<file path="src/rtl/conv_layer_scheduler.sv">
// Convolution layer scheduler: for each output channel, load the kernel
// weights, start the window controller, count window writes into the
// feature map, then advance to the next channel.
// Optional feature: define SCHED_PERF_CNT_EN to build the busy-cycle counter
// on o_cycle_cnt; otherwise o_cycle_cnt is tied to zero.
module conv_layer_scheduler #(
    parameter int NUM_CH     = 6,
    parameter int WIN_PER_CH = 784,
    parameter int WT_PER_CH  = 26
) (
    input  logic        clk,
    input  logic        reset,
    input  logic        i_layer_start,
    input  logic        i_abort,
    output logic        o_busy,
    output logic        o_layer_done,
    output logic        o_wt_rd_en,
    output logic [7:0]  o_wt_addr,
    output logic        o_ctrl_start,
    input  logic        i_ctrl_done,
    input  logic        i_win_fire,
    output logic [2:0]  o_ch_idx,
    output logic        o_fm_wr_en,
    output logic [12:0] o_fm_wr_addr,
    output logic        o_err,
    output logic [31:0] o_cycle_cnt
);

    localparam int WIN_W = $clog2(WIN_PER_CH + 1);
    localparam int K_W   = (WT_PER_CH > 1) ? $clog2(WT_PER_CH) : 1;

    typedef enum logic [2:0] {IDLE, LOAD_W, START, RUN, NEXT, DONE} state_t;

    state_t           state;
    state_t           state_next;
    logic [K_W-1:0]   wt_k;
    logic [WIN_W-1:0] win_cnt;
    logic [WIN_W-1:0] final_cnt;
    logic [2:0]       ch_idx;
    logic             err;
    logic             win_room;
    logic             fire_write;
    logic             last_k;
    logic             accepted;
    logic             err_event;

    assign win_room   = (win_cnt < WIN_W'(WIN_PER_CH));
    assign fire_write = (state == RUN) && i_win_fire && win_room;
    // Count as it will stand after this cycle, so a fire coincident with
    // ctrl_done is credited before the pass length is judged.
    assign final_cnt  = win_cnt + WIN_W'(fire_write);
    assign last_k     = (wt_k == K_W'(WT_PER_CH - 1));
    assign accepted   = (state == IDLE) && i_layer_start && !i_abort;
    assign err_event  = ((state == RUN) && i_win_fire && !win_room)
                      || ((state == RUN) && i_ctrl_done && (final_cnt != WIN_W'(WIN_PER_CH)))
                      || ((state != RUN) && (i_win_fire || i_ctrl_done));

    assign o_ch_idx = ch_idx;
    assign o_err    = err;

    // State register; reset returns to IDLE without waiting for a clock.
    always_ff @(posedge clk or posedge reset) begin
        if (reset) state <= IDLE;
        else       state <= state_next;
    end

    // Next-state logic and state-decoded strobes; abort overrides every transition.
    always_comb begin
        state_next   = state;
        o_busy       = (state != IDLE);
        o_wt_rd_en   = 1'b0;
        o_wt_addr    = 8'd0;
        o_ctrl_start = 1'b0;
        o_fm_wr_en   = 1'b0;
        o_fm_wr_addr = 13'd0;
        o_layer_done = 1'b0;
        case (state)
            IDLE: begin
                if (i_layer_start) state_next = LOAD_W;
            end
            LOAD_W: begin
                o_wt_rd_en = 1'b1;
                o_wt_addr  = 8'(int'(ch_idx) * WT_PER_CH + int'(wt_k));
                if (last_k) state_next = START;
            end
            START: begin
                o_ctrl_start = 1'b1;
                state_next   = RUN;
            end
            RUN: begin
                if (fire_write) begin
                    o_fm_wr_en   = 1'b1;
                    o_fm_wr_addr = 13'(int'(ch_idx) * WIN_PER_CH + int'(win_cnt));
                end
                if (i_ctrl_done)
                    state_next = (ch_idx == 3'(NUM_CH - 1)) ? DONE : NEXT;
            end
            NEXT: begin
                state_next = LOAD_W;
            end
            DONE: begin
                o_layer_done = 1'b1;
                state_next   = IDLE;
            end
            default: state_next = IDLE;
        endcase
        if (i_abort) state_next = IDLE;
    end

    // Channel, tap and window counters plus the sticky error flag.
    always_ff @(posedge clk or posedge reset) begin
        if (reset) begin
            wt_k    <= '0;
            win_cnt <= '0;
            ch_idx  <= 3'd0;
            err     <= 1'b0;
        end else begin
            // Tap index only runs inside LOAD_W, so any exit (including abort) rewinds it.
            wt_k <= ((state == LOAD_W) && !last_k) ? wt_k + K_W'(1) : '0;

            if (accepted || (state == START)) win_cnt <= '0;
            else if (fire_write)              win_cnt <= win_cnt + WIN_W'(1);

            if (accepted)                            ch_idx <= 3'd0;
            else if ((state == NEXT) && !i_abort)    ch_idx <= ch_idx + 3'd1;

            if (accepted)       err <= 1'b0;
            else if (err_event) err <= 1'b1;
        end
    end

`ifdef SCHED_PERF_CNT_EN
    logic [31:0] cycle_cnt;

    // Busy-cycle counter: restarts on an accepted layer start, holds while idle.
    always_ff @(posedge clk or posedge reset) begin
        if (reset)         cycle_cnt <= 32'd0;
        else if (accepted) cycle_cnt <= 32'd0;
        else if (o_busy)   cycle_cnt <= cycle_cnt + 32'd1;
    end

    assign o_cycle_cnt = cycle_cnt;
`else
    assign o_cycle_cnt = 32'd0;
`endif

endmodule

</file>
<file path="config.mk">
export PLATFORM = sky130hd
export DESIGN_NAME = conv_layer_scheduler
export DESIGN_NICKNAME = d
export VERILOG_FILES = /design/src/rtl/conv_layer_scheduler.sv
export SDC_FILE = /design/constraint.sdc
export NUM_CORES = 1
export LEC_CHECK = 0
export CAP_MARGIN = 10
export CELL_PAD_IN_SITES_DETAIL_PLACEMENT = 0
export CELL_PAD_IN_SITES_GLOBAL_PLACEMENT = 1
export CORE_AREA = 2 2 83 93
export DETAILED_ROUTE_END_ITERATION = 10
export DIE_AREA = 0 0 85 95
export GPL_TIMING_DRIVEN = 1
export PLACE_DENSITY = 0.78
export SLEW_MARGIN = 5
export SYNTH_ARGS = -nofsm -noshare
export SYNTH_HDL_FRONTEND = slang
export SYNTH_SLANG_ARGS = --single-unit
</file>
<file path="constraint.sdc">
create_clock -name clk -period 2.42 [get_ports clk]
set_input_delay 0.242 -clock clk [delete_from_list [all_inputs] [get_ports clk]]
set_output_delay 0.242 -clock clk [all_outputs]
set_load 0.03 [all_outputs]
</file>
==> load_flow_metrics.sql <==
INSERT INTO impl_metrics (metric_group, metric, value, unit) VALUES
('cts', 'cts_tree', 'yes', ''),
('cts', 'cts.reportedPaths.clkPinSlew', '80', 'ps'),
('critical_path', 'end_kind', 'primary output', ''),
('yosys', 'post_synthesis_cell_type_with_the_largest_combined_area', 'sky130_fd_sc_hd__dfrtp_1', ''),
('outcome', 'failing_checks', 'setup timing', ''),
('critical_path', 'r2r_setup_slack', '210', 'ps'),
('global_route', 'grt_first_pass_wirelength', '8.42', 'mm'),
('placed_design', 'hpwlAfterDp', '3.94', 'mm'),
('cts', 'clkLatencyLatePin', '270', 'ps'),
('timing', 'fin_ws', '-249', 'ps'),
('yosys', 'synth_cell_type_count', '48', ''),
('floorplanning', 'dieHeight', '95', 'µm'),
('placed_design', 'place.gp.congestion', '0.791', ''),
('global_route', 'grt_antenna_before_repair', '0', ''),
('timing', 'min_period_over_period', '110', '%'),
('layout', 'drive_gt1_share', '26.6', '%'),
('global_route', 'grt_use_met2', '23.2', '%'),
('cts', 'htree_levels', '1', ''),
('critical_path', 'termination_of_the_worst_setup_path', 'o_wt_addr[6]', ''),
('timing', 'grt_setup_unrepaired', 'true', ''),
('detailed_routing', 'vias_per_cell', '4.67', ''),
('yosys', 'netlist_top_cells_area', 'sky130_fd_sc_hd__dfrtp_1, sky130_fd_sc_hd__ha_1, sky130_fd_sc_hd__buf_4, sky130_fd_sc_hd__xnor2_1, sky130_fd_sc_hd__nor2_1', ''),
('critical_path', 'rr_endpoint', 'o_err$_DFFE_PP0P_', ''),
('cts', 'clock_sinks', '22', ''),
('pwr', 'power.density', '339', 'mW/mm²'),
('yosys', 'post_synth_instance_area', '0.00217', 'mm²'),
('cts', 'tritoncts.num_buffers', '3', ''),
('detailed_routing', 'remaining_drc_errors', '0', ''),
('critical_path', 'critical_path.max_fanout', '5', ''),
('timing', 'clock-skew-final', '5.25', 'ps'),
('floorplanning', 'rows', '33', ''),
('yosys', 'synth-async-reset-ratio', '100', '%'),
('timing', 'timing.final.crit_period', '2670', 'ps'),
('floorplanning', 'initial_utilization', '30.1', '%'),
('layout', 'postLayoutCoreUtil', '39.7', '%'),
('critical_path', 'cp_data_required_time', '2180', 'ps'),
('detailed_routing', 'router_iterations_before_antenna_repair', '4', ''),
('yosys', 'synth_enable_flop_cells', '0', ''),
('yosys', 'synthesis.area_per_instance', '8.52', 'µm²'),
('detailed_routing', 'route.final.wire_length', '4.96', 'mm'),
('global_route', 'globalRouteOverflowTotal', '0', ''),
('timing', 'setup_violations', '5', ''),
('yosys', 'synth_seq_area_share', '25.3', '%'),
('timing', 'maxClockFrequency', '375', 'MHz'),
('flow_run', 'max_cap_violations', '0', ''),
('timing', 'final-hold-violation-count', '0', ''),
('global_route', 'grt_start_max_net_pins', '13', ''),
('placed_design', 'placed_cell_area', '0.00267', 'mm²'),
('cts', 'cts_root_buf', 'sky130_fd_sc_hd__clkbuf_8', ''),
('cts', 'maximum_clock_path_buffer_count', '2', ''),
('global_route', 'grt_usage', '12.7', '%'),
('yosys', 'syn_inst', '255', ''),
('timing', 'finalMaxSlewViolations', '0', ''),
('critical_path', 'worstSetupStartpoint', 'o_ch_idx[0]$_DFFE_PP0P_', ''),
('min_path', 'hold_path.class', 'in2async', ''),
('detailed_routing', 'route.detailed.wl_per_inst', '12.4', 'µm'),
('global_route', 'gr-max-usage-layer', 'met2', ''),
('outcome', 'run_status', 'complete, but fails checks', ''),
('layout', 'num-nets-final', '343', ''),
('layout', 'postLayoutCellArea', '0.00287', 'mm²'),
('yosys', 'synth_seq_cells', '22', ''),
('floorplanning', 'die_w', '85', 'µm'),
('pwr', 'leakage', '0.00134', 'µW'),
('floorplanning', 'core_area', '0.00723', 'mm²'),
('placed_design', 'port_buffers', '35', ''),
('critical_path', 'critical_path_start_type', 'flip-flop', ''),
('global_route', 'globalRouteMet3Util', '2.71', '%'),
('critical_path', 'critPathArrivalTime', '2430', 'ps'),
('global_route', 'gr-usage-met1', '15.3', '%'),
('yosys', 'post-synth-top-area-fraction', '25.3', '%'),
('layout', 'areaGrowthSynthToFinish', '32.1', '%');
## worst max-delay path: stages (launching register included)
cell and delay, ps:
sky130_fd_sc_hd__dfrtp_2 440, sky130_fd_sc_hd__ha_4 280, sky130_fd_sc_hd__inv_2 40, sky130_fd_sc_hd__ha_4 150, sky130_fd_sc_hd__inv_2 50, sky130_fd_sc_hd__fa_2 450, sky130_fd_sc_hd__nand3b_1 190, sky130_fd_sc_hd__o221ai_2 190
sky130_fd_sc_hd__xor2_2 200, sky130_fd_sc_hd__nor2_4 40, sky130_fd_sc_hd__buf_6 130
## cell type report
class	count	area [µm²]	share of cell area, %
multi-input cells	212	1590	55.3
flip-flops and latches	22	554	19.3
repair buffers	59	509	17.7
well taps	87	109	3.79
inverters	15	56.3	1.96
clock buffers	4	55.1	1.92
## state kept, by name (all words and copies together) (netlist names)
name,flops
wt_k,5
o_ch_idx,3
o_err,1
state,3
win_cnt,10
## metrics by stage
stage | std cells | hold slack, ps | setup WS, ps | power [µW]
final | 399 | 287 | -249 | 974
after global routing | 399 | 347 | -349 | 1030
after CTS | 398 | 311 | -313 | 987
after detailed placement | 393 | 537 | -71.3 | 708
after global placement | 393 | 512 | -35.0 | 706
after floorplan | 286 | 231 | -126 | 658
## metal layers
| layer | wire (µm) | part of all wire (%) |
|---|---|---|
| met4 | 65 | 1.3 |
| met5 | 0 | 0 |
| met2 | 2610 | 53 |
| met3 | 214 | 4.3 |
| met1 | 2070 | 42 |
## worst min-delay path by stage
stage	from	end	slack, ps	cells after the start
4_1_cts	reset	win_cnt[1]$_DFFE_PP0P_	310	2
3_3_place_gp	wt_k[0]$_DFF_PP0_	wt_k[0]$_DFF_PP0_	510	1
3_5_place_dp	wt_k[0]$_DFF_PP0_	wt_k[0]$_DFF_PP0_	540	1
6_report	reset	win_cnt[1]$_DFFE_PP0P_	290	2
5_1_grt	reset	win_cnt[1]$_DFFE_PP0P_	350	2
2_1_floorplan	reset	o_ch_idx[2]$_DFFE_PP0P_	230	1
## cells in the final DEF, fill, tap and decap left out, types with 3 or more instances in the layout
master	n
sky130_fd_sc_hd__dfrtp_1	19
sky130_fd_sc_hd__nand3_1	7
sky130_fd_sc_hd__conb_1	32
sky130_fd_sc_hd__nand3b_1	5
sky130_fd_sc_hd__o211ai_1	3
sky130_fd_sc_hd__clkdlybuf4s50_1	15
sky130_fd_sc_hd__o21ai_0	3
sky130_fd_sc_hd__a21oi_1	7
sky130_fd_sc_hd__and3_1	4
sky130_fd_sc_hd__and2_1	10
sky130_fd_sc_hd__o21a_1	3
sky130_fd_sc_hd__nand2_1	16
sky130_fd_sc_hd__a21oi_2	5
sky130_fd_sc_hd__xnor2_1	11
sky130_fd_sc_hd__clkbuf_8	4
sky130_fd_sc_hd__fa_2	3
sky130_fd_sc_hd__dlygate4sd2_1	4
sky130_fd_sc_hd__nand4_1	4
sky130_fd_sc_hd__nor2b_1	3
sky130_fd_sc_hd__nor2_1	22
sky130_fd_sc_hd__or3_1	3
sky130_fd_sc_hd__ha_1	15
sky130_fd_sc_hd__inv_1	11
sky130_fd_sc_hd__dfrtp_2	3
sky130_fd_sc_hd__nor3_1	6
sky130_fd_sc_hd__inv_2	4
sky130_fd_sc_hd__xor2_1	6
sky130_fd_sc_hd__buf_6	5
sky130_fd_sc_hd__ha_4	4
sky130_fd_sc_hd__buf_4	34
## report_power, final
part | internal (µW) | switching, µW | leakage, µW | total, µW
sequential | 382 | 21.6 | 0.000295 | 404
clock | 145 | 122 | 0.0000288 | 267
combinational | 98.1 | 204 | 0.00101 | 302
total | 626 | 348 | 0.00134 | 974
## synthesized netlist by cell type (all sizes together) (2+ instances only)
master  instances
xor2            8
o21ai           7
and2           10
o21a            3
fa              3
inv            15
nor2b           3
a211o           2
xnor2          11
dfrtp          22
nand3           8
nor3b           3
nor2           23
or4             2
a21oi          14
or2             3
ha             21
buf            37
nor3            7
o211ai          3
a21o            2
nand2          16
nand4           5
nand3b          5
and3            4
or3             4
## cells by family after synthesis
logic type | Yosys count | synth area share, %
XOR/XNOR | 19 | 7.66
other | 1 | 0.173
AO/OA/AOI/OAI | 38 | 11.5
buffers and inverters | 52 | 15.3
adder cells (fa/ha/maj) | 24 | 14.9
AND/OR/NAND/NOR | 98 | 24.8
multiplexers | 1 | 0.461
flip-flops | 22 | 25.3
## timing repair
action	4_1_cts	5_1_grt
pin swaps	9	4
setup endpoints to repair	10	9
hold buffers	0	0
resized for setup	25	8
buffers inserted	1	1
No activity file was read; power rests on OpenSTA's default activity.
